===== src/rtl/sample_burst_writer.sv =====
// sample_burst_writer: packs a 16-bit sample stream into 128-bit words, buffers
// them in a small FIFO and writes them to DDR2 through the MIG native app port.
// Every word is a single BL8 write: one command beat and one data beat, and the
// two may be accepted in either order. A full FIFO drops the word and sets the
// sticky overflow flag, so capture never stalls.
//
// state    | meaning
// ---------+--------------------------------------------------------------
// S_IDLE   | waiting for start with calibration complete
// S_CAPTURE| packing samples, pushing packed words into the FIFO
// S_DRAIN  | run length reached, emptying the FIFO into the MIG
// S_DONE   | run finished, waiting for the next start

module sample_burst_writer #(
  parameter int SAMPLE_WIDTH  = 16,
  parameter int ADDR_WIDTH    = 27,
  parameter int FIFO_DEPTH    = 4,
  parameter int CAPTURE_WORDS = 1024,
  localparam int DATA_WIDTH   = 8 * SAMPLE_WIDTH,
  localparam int MASK_WIDTH   = DATA_WIDTH / 8
) (
  input  logic                    clk,
  input  logic                    reset,
  input  logic                    init_calib_complete,
  input  logic                    start,
  input  logic [SAMPLE_WIDTH-1:0] sample_data,
  input  logic                    sample_valid,
  output logic                    busy,
  output logic                    done,
  output logic                    overflow,
  output logic [ADDR_WIDTH-3:0]   words_written,
  output logic [ADDR_WIDTH-1:0]   app_addr,
  output logic [2:0]              app_cmd,
  output logic                    app_en,
  input  logic                    app_rdy,
  output logic [DATA_WIDTH-1:0]   app_wdf_data,
  output logic [MASK_WIDTH-1:0]   app_wdf_mask,
  output logic                    app_wdf_wren,
  output logic                    app_wdf_end,
  input  logic                    app_wdf_rdy
);

  localparam int PTR_W  = (FIFO_DEPTH > 1) ? $clog2(FIFO_DEPTH) : 1;
  localparam int CNT_W  = PTR_W + 1;
  localparam int PUSH_W = $clog2(CAPTURE_WORDS + 1);

  typedef enum logic [1:0] {
    S_IDLE    = 2'd0,
    S_CAPTURE = 2'd1,
    S_DRAIN   = 2'd2,
    S_DONE    = 2'd3
  } state_t;

  state_t                 state;
  logic [2:0]             lane;
  logic [DATA_WIDTH-1:0]  pack_buf;
  logic [PUSH_W-1:0]      pushed;

  logic [DATA_WIDTH-1:0]  fifo_mem [FIFO_DEPTH];
  logic [PTR_W-1:0]       wr_ptr;
  logic [PTR_W-1:0]       rd_ptr;
  logic [CNT_W-1:0]       fifo_count;

  // in_flight covers a word from issue until both its beats are accepted;
  // cmd_acc / dat_acc remember a beat that was accepted ahead of the other.
  logic                   in_flight;
  logic                   cmd_acc;
  logic                   dat_acc;

  logic                   start_ok;
  logic                   push;
  logic                   push_ok;
  logic                   pop;
  logic                   issue;
  logic                   fifo_empty;
  logic                   fifo_full;
  logic                   cmd_ok;
  logic                   dat_ok;
  logic [DATA_WIDTH-1:0]  push_word;

  assign app_cmd      = 3'b000;
  assign app_wdf_mask = '0;
  assign app_wdf_end  = app_wdf_wren;

  // Handshake decode shared by the FSM and the write engine.
  always_comb begin
    start_ok   = start && init_calib_complete && (state == S_IDLE || state == S_DONE);
    push       = (state == S_CAPTURE) && sample_valid && (lane == 3'd7);
    push_word  = {sample_data, pack_buf[DATA_WIDTH-SAMPLE_WIDTH-1:0]};
    fifo_empty = (fifo_count == '0);
    fifo_full  = (fifo_count == CNT_W'(FIFO_DEPTH));
    cmd_ok     = cmd_acc || (app_en && app_rdy);
    dat_ok     = dat_acc || (app_wdf_wren && app_wdf_rdy);
    pop        = in_flight && cmd_ok && dat_ok;
    // A pop in the same cycle frees the slot the push needs.
    push_ok    = push && (!fifo_full || pop);
    issue      = !in_flight && !fifo_empty && init_calib_complete;
  end

  // Run sequencing, sample packing and status flags.
  always_ff @(posedge clk) begin
    if (reset) begin
      state    <= S_IDLE;
      busy     <= 1'b0;
      done     <= 1'b0;
      overflow <= 1'b0;
      lane     <= 3'd0;
      pack_buf <= '0;
      pushed   <= '0;
    end else begin
      case (state)
        S_IDLE, S_DONE: begin
          if (start_ok) begin
            state    <= S_CAPTURE;
            busy     <= 1'b1;
            done     <= 1'b0;
            overflow <= 1'b0;
            lane     <= 3'd0;
            pushed   <= '0;
          end
        end
        S_CAPTURE: begin
          if (sample_valid) begin
            pack_buf[int'(lane)*SAMPLE_WIDTH +: SAMPLE_WIDTH] <= sample_data;
            lane <= lane + 3'd1;
            if (lane == 3'd7) begin
              // Dropped words still count toward the run length.
              pushed <= pushed + PUSH_W'(1);
              if (!push_ok) overflow <= 1'b1;
              if (pushed == PUSH_W'(CAPTURE_WORDS - 1)) state <= S_DRAIN;
            end
          end
        end
        S_DRAIN: begin
          if (fifo_empty && !in_flight) begin
            state <= S_DONE;
            busy  <= 1'b0;
            done  <= 1'b1;
          end
        end
        default: state <= S_IDLE;
      endcase
    end
  end

  // FIFO storage; contents need no reset because the pointers gate them.
  always_ff @(posedge clk) begin
    if (push_ok) fifo_mem[wr_ptr] <= push_word;
  end

  // FIFO pointers, MIG write strobes, address and accepted-word count.
  always_ff @(posedge clk) begin
    if (reset) begin
      wr_ptr        <= '0;
      rd_ptr        <= '0;
      fifo_count    <= '0;
      in_flight     <= 1'b0;
      cmd_acc       <= 1'b0;
      dat_acc       <= 1'b0;
      app_en        <= 1'b0;
      app_wdf_wren  <= 1'b0;
      app_wdf_data  <= '0;
      app_addr      <= '0;
      words_written <= '0;
    end else begin
      if (push_ok) wr_ptr <= wr_ptr + PTR_W'(1);
      if (pop)     rd_ptr <= rd_ptr + PTR_W'(1);
      fifo_count <= fifo_count + CNT_W'(push_ok) - CNT_W'(pop);

      if (start_ok) begin
        app_addr      <= '0;
        words_written <= '0;
      end else if (pop) begin
        app_addr      <= app_addr + ADDR_WIDTH'(8);
        words_written <= words_written + (ADDR_WIDTH-2)'(1);
      end

      if (pop) begin
        // One idle cycle between words keeps the strobe edges simple.
        in_flight    <= 1'b0;
        cmd_acc      <= 1'b0;
        dat_acc      <= 1'b0;
        app_en       <= 1'b0;
        app_wdf_wren <= 1'b0;
      end else if (in_flight) begin
        if (app_en && app_rdy) begin
          app_en  <= 1'b0;
          cmd_acc <= 1'b1;
        end
        if (app_wdf_wren && app_wdf_rdy) begin
          app_wdf_wren <= 1'b0;
          dat_acc      <= 1'b1;
        end
      end else if (issue) begin
        in_flight    <= 1'b1;
        app_en       <= 1'b1;
        app_wdf_wren <= 1'b1;
        app_wdf_data <= fifo_mem[rd_ptr];
      end
    end
  end

endmodule

===== config.mk =====
export PLATFORM = sky130hd
export DESIGN_NAME = sample_burst_writer
export DESIGN_NICKNAME = d
export VERILOG_FILES = /design/src/rtl/sample_burst_writer.sv
export SDC_FILE = /design/constraint.sdc
export NUM_CORES = 1
export LEC_CHECK = 0
export ABC_AREA = 0
export CELL_PAD_IN_SITES_DETAIL_PLACEMENT = 0
export CELL_PAD_IN_SITES_GLOBAL_PLACEMENT = 1
export CORE_ASPECT_RATIO = 1.4
export CORE_MARGIN = 5
export CORE_UTILIZATION = 40
export CTS_CLUSTER_DIAMETER = 50
export DETAILED_ROUTE_END_ITERATION = 10
export PLACE_DENSITY_LB_ADDON = 0.08
export SLEW_MARGIN = 20
export SYNTH_ARGS = -nofsm -noshare
export SYNTH_HDL_FRONTEND = slang
export SYNTH_SLANG_ARGS = --single-unit

===== constraint.sdc =====
create_clock -name clk -period 7 [get_ports clk]
set_clock_uncertainty 0.2 [all_clocks]
set_input_delay 1.4 -clock clk [delete_from_list [all_inputs] [get_ports clk]]
set_output_delay 1.4 -clock clk [all_outputs]
set_load 0.01 [all_outputs]

==> results of run 1 <==
[logic make-up (layout without fill, tap and decap cells)]
| logic type | after synthesis | count (layout) | share of synthesized area |
|---|---|---|---|
| compound gates | 350 | 350 | 0.06039 |
| xor+xnor | 15 | 15 | 0.004236 |
| fa+ha+maj | 17 | 17 | 0.007099 |
| buf+inv | 180 | 415 | 0.02598 |
| flops | 832 | 832 | 0.7022 |
| mux | 143 | 143 | 0.09790 |
| other cells | 1 | 22 | 0.0001209 |
| simple gates | 703 | 703 | 0.1021 |
[worst max-delay path, cell delays in order]
cell and delay, ns:
clkdlybuf4s50_1 0.55, a21o_1 0.30, nand3_1 0.20, a31oi_1 0.66, and2_4 0.78, buf_4 0.51
[metrics by stage]
stage / hold WS [ns] / cells / cell area (um^2)
after floorplan: 0.2524 / 2262 / 31100
after global placement: 0.2439 / 3373 / 34060
after detailed placement: 0.2484 / 3373 / 34060
after CTS: 0.2560 / 3534 / 36980
after global routing: 0.2719 / 3534 / 36980
final: 0.2520 / 3534 / 36980
[metal layers]
layer | share of wire | global-route usage | up-vias | wire [um]
li1 | - | - | 8651 | -
met1 | 0.42 | 0.2453 | 9504 | 33310
met2 | 0.50 | 0.3219 | 466 | 39600
met3 | 0.057 | 0.03290 | 81 | 4507
met4 | 0.017 | 0.04721 | 0 | 1309
met5 | 0 | 0 | - | 0
[flip-flops by register name, summed over array words and instances, names as in the netlist, 2 cells and up]
name / flops
words_written: 25
fifo_mem: 512
wr_ptr: 2
app_addr: 24
app_wdf_data: 128
pack_buf: 112
lane: 3
rd_ptr: 2
pushed: 11
state: 2
fifo_count: 3
[worst max-delay path by stage]
stage	to	slack (ns)
floorplan	fifo_mem[0][0]	1.05
global placement	fifo_mem[0][0]	1.93
detailed placement	fifo_mem[0][0]	1.94
CTS	fifo_mem[0][13]	2.58
global route	fifo_mem[0][58]	2.38
finish	fifo_mem[0][58]	2.61
[layout make-up]
class                           count  area (um^2)
Fill cell                        6790        39740
Clock buffer                      109         2322
Clock inverter                     52        598.1
Timing Repair Buffer              234         2341
Multi-Input combinational cell   1250         8559
Inverter                           20        75.07
Tap cell                         1037         1297
Sequential cell                   832        21790
[layout by cell type (no fill, tap or decap), types with 12 or more instances in the layout]
master | netlist | final
clkbuf_16 | 0 | 89
nand2_1 | 427 | 427
conb_1 | 1 | 22
buf_4 | 24 | 23
clkinv_2 | 0 | 14
nand4_1 | 20 | 20
inv_1 | 19 | 19
ha_1 | 16 | 16
or4_1 | 21 | 21
nand3_1 | 122 | 122
mux4_2 | 128 | 128
o21ai_0 | 24 | 24
mux2i_1 | 12 | 12
or3_1 | 19 | 19
clkdlybuf4s50_1 | 0 | 204
nor2_1 | 29 | 29
a21oi_1 | 285 | 285
edfxtp_1 | 512 | 512
clkbuf_1 | 89 | 18
xnor2_1 | 12 | 12
dfxtp_1 | 320 | 318
o31ai_1 | 15 | 15
[cells in the mapped netlist (9+ instances only)]
master	count	share of area
buf_2	32	0.0052
buf_4	24	0.0058
xnor2_1	12	0.0034
and3_1	9	0.0018
nand4_1	20	0.0040
o31ai_1	15	0.0036
inv_1	19	0.0023
mux2i_1	12	0.0039
o21ai_0	24	0.0039
or4_1	21	0.0051
mux4_2	128	0.093
edfxtp_1	512	0.50
dfxtp_1	320	0.21
nand3_1	122	0.020
or3_1	19	0.0038
buf_1	15	0.0018
nor4_1	9	0.0018
nand2_1	427	0.052
nor3_1	11	0.0018
ha_1	16	0.0065
nor2_1	29	0.0035
a21oi_1	285	0.046
clkbuf_1	89	0.011
nand2b_1	10	0.0020
[power groups by stage]
stage	logic, W	registers (W)	clock network [W]
floorplan	0.000212	0.00532	0
global placement	0.000345	0.00533	0
detailed placement	0.000350	0.00533	0
CTS	0.000352	0.00523	0.00482
global route	0.000386	0.00523	0.00503
finish	0.000345	0.00523	0.00469
==> results.tsv, run 1 <==
stage	metric	value	unit
clocking	setup bufs post-CTS	0	
clocking	CTS Hold Buffers Added	0	
power_and_ir_drop	part of the power in registers	0.509	
timing	final setup violation count	0	
routing	Post-Route WL	78730	um
floorplanning	Die Span Y	339.5	um
routing	Vias	18702	
power_and_ir_drop	Pleak	11.79	nW
global_route	Remaining Overflow, GRT	0	
logic_synthesis	top_reg_cell synth	edfxtp_1	
power_and_ir_drop	clock share of power	0.457	
clocking	Sinks on Clock Net	832	
setup_path	reg2reg path depth	6	
power_and_ir_drop	Int Power	0.008070	W
floorplanning	Ports	228	
clocking	clock buffer depth	3	
routing	TritonRoute pass-1 iters	5	
clocking	clock latency on the worst-skew pair	0.62	ns
clocking	root buf cell	clkbuf_16	
cells_and_area	antenna cell count	0	
floorplanning	core area	76720	um^2
global_route	number of global-route vias before repair	19094	
power_and_ir_drop	Peak VDD IR	0.1799	mV
logic_synthesis	number of synthesized flops with an enable pin	512	
setup_path	worst r2r dst	fifo_mem[0][58]	
setup_path	flop2flop setup slack	3.29	ns
timing	RSZ-0062 raised after global routing	false	
setup_path	CP startpoint	app_wdf_rdy	
clocking	Worst-path clk slew	0.06	ns
timing	setup_tns	0	ns
global_route	largest net degree at the start of global routing	149	
placement	dpl ws	1.936	ns
floorplanning	Starting Density	0.4043	
cells_and_area	fin util	0.4820	
power_and_ir_drop	PwrDens	277.5	nW/um^2
setup_path	Worst Setup Start Kind	input port	
timing	Final Cycle Share	0.6266	
cells_and_area	Final #Nets	2464	
cells_and_area	layout cell share with drive strength beyond 1	0.1254	
run_status	status	finished, final reports clean	
clocking	TritonCTS buffer count	86	
global_route	initial antenna violation count	1	
placement	GPL Wtd Cong	0.7714	
setup_path	CP Class	input port to flop	
placement	Buffers on Ports	205	
timing	Slew @ Worst Pin	1.190	ns
logic_synthesis	register area share after synthesis	0.7022	
routing	drt wl/cell	22.28	um
placement	DP HPWL	46410	um
power_and_ir_drop	combinational share of power	0.034	
setup_path	Req. time, crit path	7.07	ns
logic_synthesis	Cell variety after synth	57	
power_and_ir_drop	total power	0.01026	W
routing	DRT iter0 DRCs	1347	
timing	post-layout minimum cycle time	4.386	ns
hold_path	Hold Path Origin	app_wdf_data[33]	
hold_path	Hold Path Class	flop to flop	
floorplanning	Die Area	83290	um^2
clocking	CTS tree	done	
global_route	global-route wire length before repair	119400	um
logic_synthesis	Synthesis Warnings	0	
routing	remaining antenna violation count	0	
timing	fmax	228.0	MHz
timing	max-slew violations	0	
timing	fin worst setup slack	2.614	ns
floorplanning	# rows	120	
setup_path	crit-path max FO	44	
logic_synthesis	Syn Area/Cell	13.84	um^2
flow_run	max capacitance violation total	0	
logic_synthesis	Mapped Area	31020	um^2
setup_path	CP arrival	4.45	ns
cells_and_area	Area Growth Syn to Fin	19.22	%
routing	residual DRC count	0	
logic_synthesis	Synth async-reset ratio	0	
power_and_ir_drop	Psw	0.002192	W
logic_synthesis	Cells after Synth	2241	
floorplanning	chip width	245.4	um
power_and_ir_drop	switching part of the total	0.2136	
global_route	gr usage total	0.1863	
setup_path	Critical Path End Type	flop	
hold_path	WHS Endpoint	app_wdf_data[33]	
timing	Slew headroom	0.2044	
clocking	cts repair resizes	0	
timing	Final Hold Viols	0	
logic_synthesis	flip-flop and latch count after synthesis	832	
routing	via-per-instance ratio	5.292	
setup_path	RR Startpoint	lane[0]	
clocking	htree depth	3	
hold_path	hold path cells	2	
Power figures use the tool's default switching activity.
==> inputs of run 2 (changes only) <==
- clock period: 7 -> 4.6 ns (I/O delays scaled with it)
==> results.tsv, run 2 (same netlist as run 1, synthesis figures left out) <==
stage	metric	value	unit	change
timing	max-slew violations	0		unchanged
clocking	htree depth	3		unchanged
hold_path	Hold Path Origin	app_wdf_data[88]		
floorplanning	core area	76720	um^2	unchanged
timing	setup_tns	0	ns	unchanged
routing	drt wl/cell	22.05	um	-1.0%
cells_and_area	area of the multi-input gates	8566	um^2	about the same
floorplanning	# rows	120		unchanged
setup_path	CP Class	input port to flop		
setup_path	worst path cell trace	clkdlybuf4s50_1 -> a21o_1 -> nand3_1 -> a31oi_1 -> buf_4 -> and2_4 -> buf_12		
power_and_ir_drop	Psw	0.003323	W	+52%
power_and_ir_drop	Int Power	0.01195	W	+48%
setup_path	Worst path max stage delay	0.55	ns	-0.23 ns
power_and_ir_drop	combinational share of power	0.035		about the same
power_and_ir_drop	PwrDens	413.4	nW/um^2	+49%
floorplanning	Die Span Y	339.5	um	unchanged
setup_path	CP top delay family	buffers and inverters		
cells_and_area	Area Growth Syn to Fin	19.09	%	
cells_and_area	Final #Nets	2465		+0.041%
global_route	initial antenna violation count	1		unchanged
timing	final setup violation count	0		unchanged
timing	Slew headroom	0.2489		+0.04451
setup_path	reg2reg path depth	7		+1
timing	fmax	311.6	MHz	
global_route	M1 GR Usage	0.2479		+0.002599
timing	Slew @ Worst Pin	1.123	ns	-0.06656 ns
clocking	root buf cell	clkbuf_16		
setup_path	CP arrival	3.30	ns	-1.15 ns
hold_path	hold path cells	2		unchanged
clocking	clock buffer depth	3		unchanged
cells_and_area	layout cell share with drive strength beyond 1	0.1225		-0.002803
cells_and_area	number of flip-flops in the largest register	512		unchanged
global_route	Remaining Overflow, GRT	0		unchanged
global_route	grt met3 use	0.02967		-0.003227
flow_run	max capacitance violation total	0		unchanged
floorplanning	Die Area	83290	um^2	unchanged
hold_path	Hold Path Class	flop to flop		
timing	RSZ-0062 raised after global routing	false		
clocking	Sinks on Clock Net	832		unchanged
setup_path	RR Startpoint	lane[0]		
timing	post-layout minimum cycle time	3.209	ns	
timing	Final Hold Viols	0		unchanged
setup_path	Worst Setup Start Kind	input port		
clocking	TritonCTS buffer count	85		-1.2%
power_and_ir_drop	Peak VDD IR	0.2981	mV	+66%
cells_and_area	top flop regs	fifo_mem x512, app_wdf_data x128, pack_buf x112		
clocking	clock latency on the worst-skew pair	0.64	ns	+0.02 ns
cells_and_area	Seq. cell area	21790	um^2	unchanged
run_status	status	finished, final reports clean		
setup_path	WP buf/inv	3		+1
global_route	number of global-route vias before repair	19022		-0.38%
power_and_ir_drop	Pleak	11.73	nW	-0.52%
setup_path	worst r2r dst	fifo_mem[2][35]		
routing	TritonRoute pass-1 iters	5		unchanged
hold_path	WHS Endpoint	app_wdf_data[88]		
cells_and_area	fin util	0.4815		-0.0005380
clocking	CTS tree	done		
placement	Buffers on Ports	205		unchanged
routing	Vias	18805		+0.55%
cells_and_area	antenna cell count	0		unchanged
routing	DRT iter0 DRCs	1178		-13%
power_and_ir_drop	part of the power in registers	0.521		+0.012
global_route	largest net degree at the start of global routing	140		-6.0%
cells_and_area	fillers	6769		-0.31%
timing	Final Cycle Share	0.6976		
setup_path	crit-path max FO	53		+20%
routing	remaining antenna violation count	0		unchanged
cells_and_area	commonest non-fill, non-tap cell in the layout	edfxtp_1		
global_route	GR peak layer	met2		
setup_path	critical path's slowest cell	clkdlybuf4s50_1		
setup_path	Critical Path End Type	flop		
floorplanning	chip width	245.4	um	unchanged
power_and_ir_drop	total power	0.01527	W	+49%
routing	residual DRC count	0		unchanged
floorplanning	Starting Density	0.4043		unchanged
clocking	cts repair resizes	0		unchanged
routing	via-per-instance ratio	5.321		+0.55%
global_route	global-route wire length before repair	118800	um	-0.54%
floorplanning	Ports	228		unchanged
clocking	CTS Hold Buffers Added	0		unchanged
placement	GPL Wtd Cong	0.7766		+0.67%
placement	DP HPWL	46340	um	-0.16%
setup_path	flop2flop setup slack	1.53	ns	-1.76 ns
cells_and_area	Reg with most FFs	fifo_mem		
cells_and_area	most frequent cells in the layout	edfxtp_1, nand2_1, dfxtp_1, a21oi_1, clkdlybuf4s50_1		
routing	Post-Route WL	77920	um	-1.0%
clocking	Worst-path clk slew	0.06	ns	about the same
global_route	gr usage total	0.1847		-0.001621
clocking	setup bufs post-CTS	0		unchanged
power_and_ir_drop	switching part of the total	0.2176		+0.003978
setup_path	Req. time, crit path	4.69	ns	-2.38 ns
power_and_ir_drop	clock share of power	0.445		-0.012
global_route	GRT met2 Usage	0.3133		-0.008631
==> run 2: worst register-to-register path: stages (launching register included) <==
cell     delay, ns
dfxtp_1       0.52
ha_1          0.28
ha_1          0.24
nand3_1       0.23
a31oi_1       0.22
buf_4         0.21
and2_4        0.40
buf_12        0.39
==> run 2: final cells by class <==
cell class | count | area share
flip-flops and latches | 832 | 0.5898
multi-input cells | 1250 | 0.2319
repair buffers | 236 | 0.06706
clock buffers | 126 | 0.06534
well taps | 1037 | 0.03512
clock inverters | 33 | 0.008739
inverters | 20 | 0.002032
==> run 2: routing by layer <==
| metal | vias up | wire length, um |
|---|---|---|
| met1 | 9578 | 33670 |
| met4 | 2 | 1689 |
| met3 | 106 | 3927 |
| met5 | - | 11 |
| met2 | 471 | 38630 |
| li1 | 8648 | - |
==> run 2: how the worst max path moves through the flow <==
stage	startpoint	end	slack, ns	depth (start not counted)
after floorplan	app_wdf_rdy	fifo_mem[0][0]	0.53	5
after global placement	app_wdf_rdy	fifo_count[2]	0.76	11
after detailed placement	app_wdf_rdy	fifo_mem[2][28]	0.78	7
after CTS	app_wdf_rdy	fifo_mem[2][29]	1.45	7
after global routing	app_rdy	fifo_mem[2][29]	1.27	7
final	app_wdf_rdy	fifo_mem[2][35]	1.39	7
==> run 2: power groups by stage <==
stage | Clock, W | Sequential (W) | Combinational [W]
after floorplan | 0 | 0.00810 | 0.000322
final | 0.00679 | 0.00795 | 0.000530
after CTS | 0.00697 | 0.00795 | 0.000537
after global placement | 0 | 0.00811 | 0.000530
after global routing | 0.00731 | 0.00795 | 0.000586
after detailed placement | 0 | 0.00811 | 0.000536
==> run 2: metrics by stage <==
stage	std cells	hold WS, ns	setup WS (ns)	area [um^2]
3_5_place_dp	3375	0.2468	0.7786	34200
6_report	3534	0.2520	1.391	36940
4_1_cts	3534	0.2553	1.454	36940
5_1_grt	3534	0.2704	1.271	36940
3_3_place_gp	3375	0.2448	0.7589	34200
2_1_floorplan	2262	0.2524	0.5302	31100
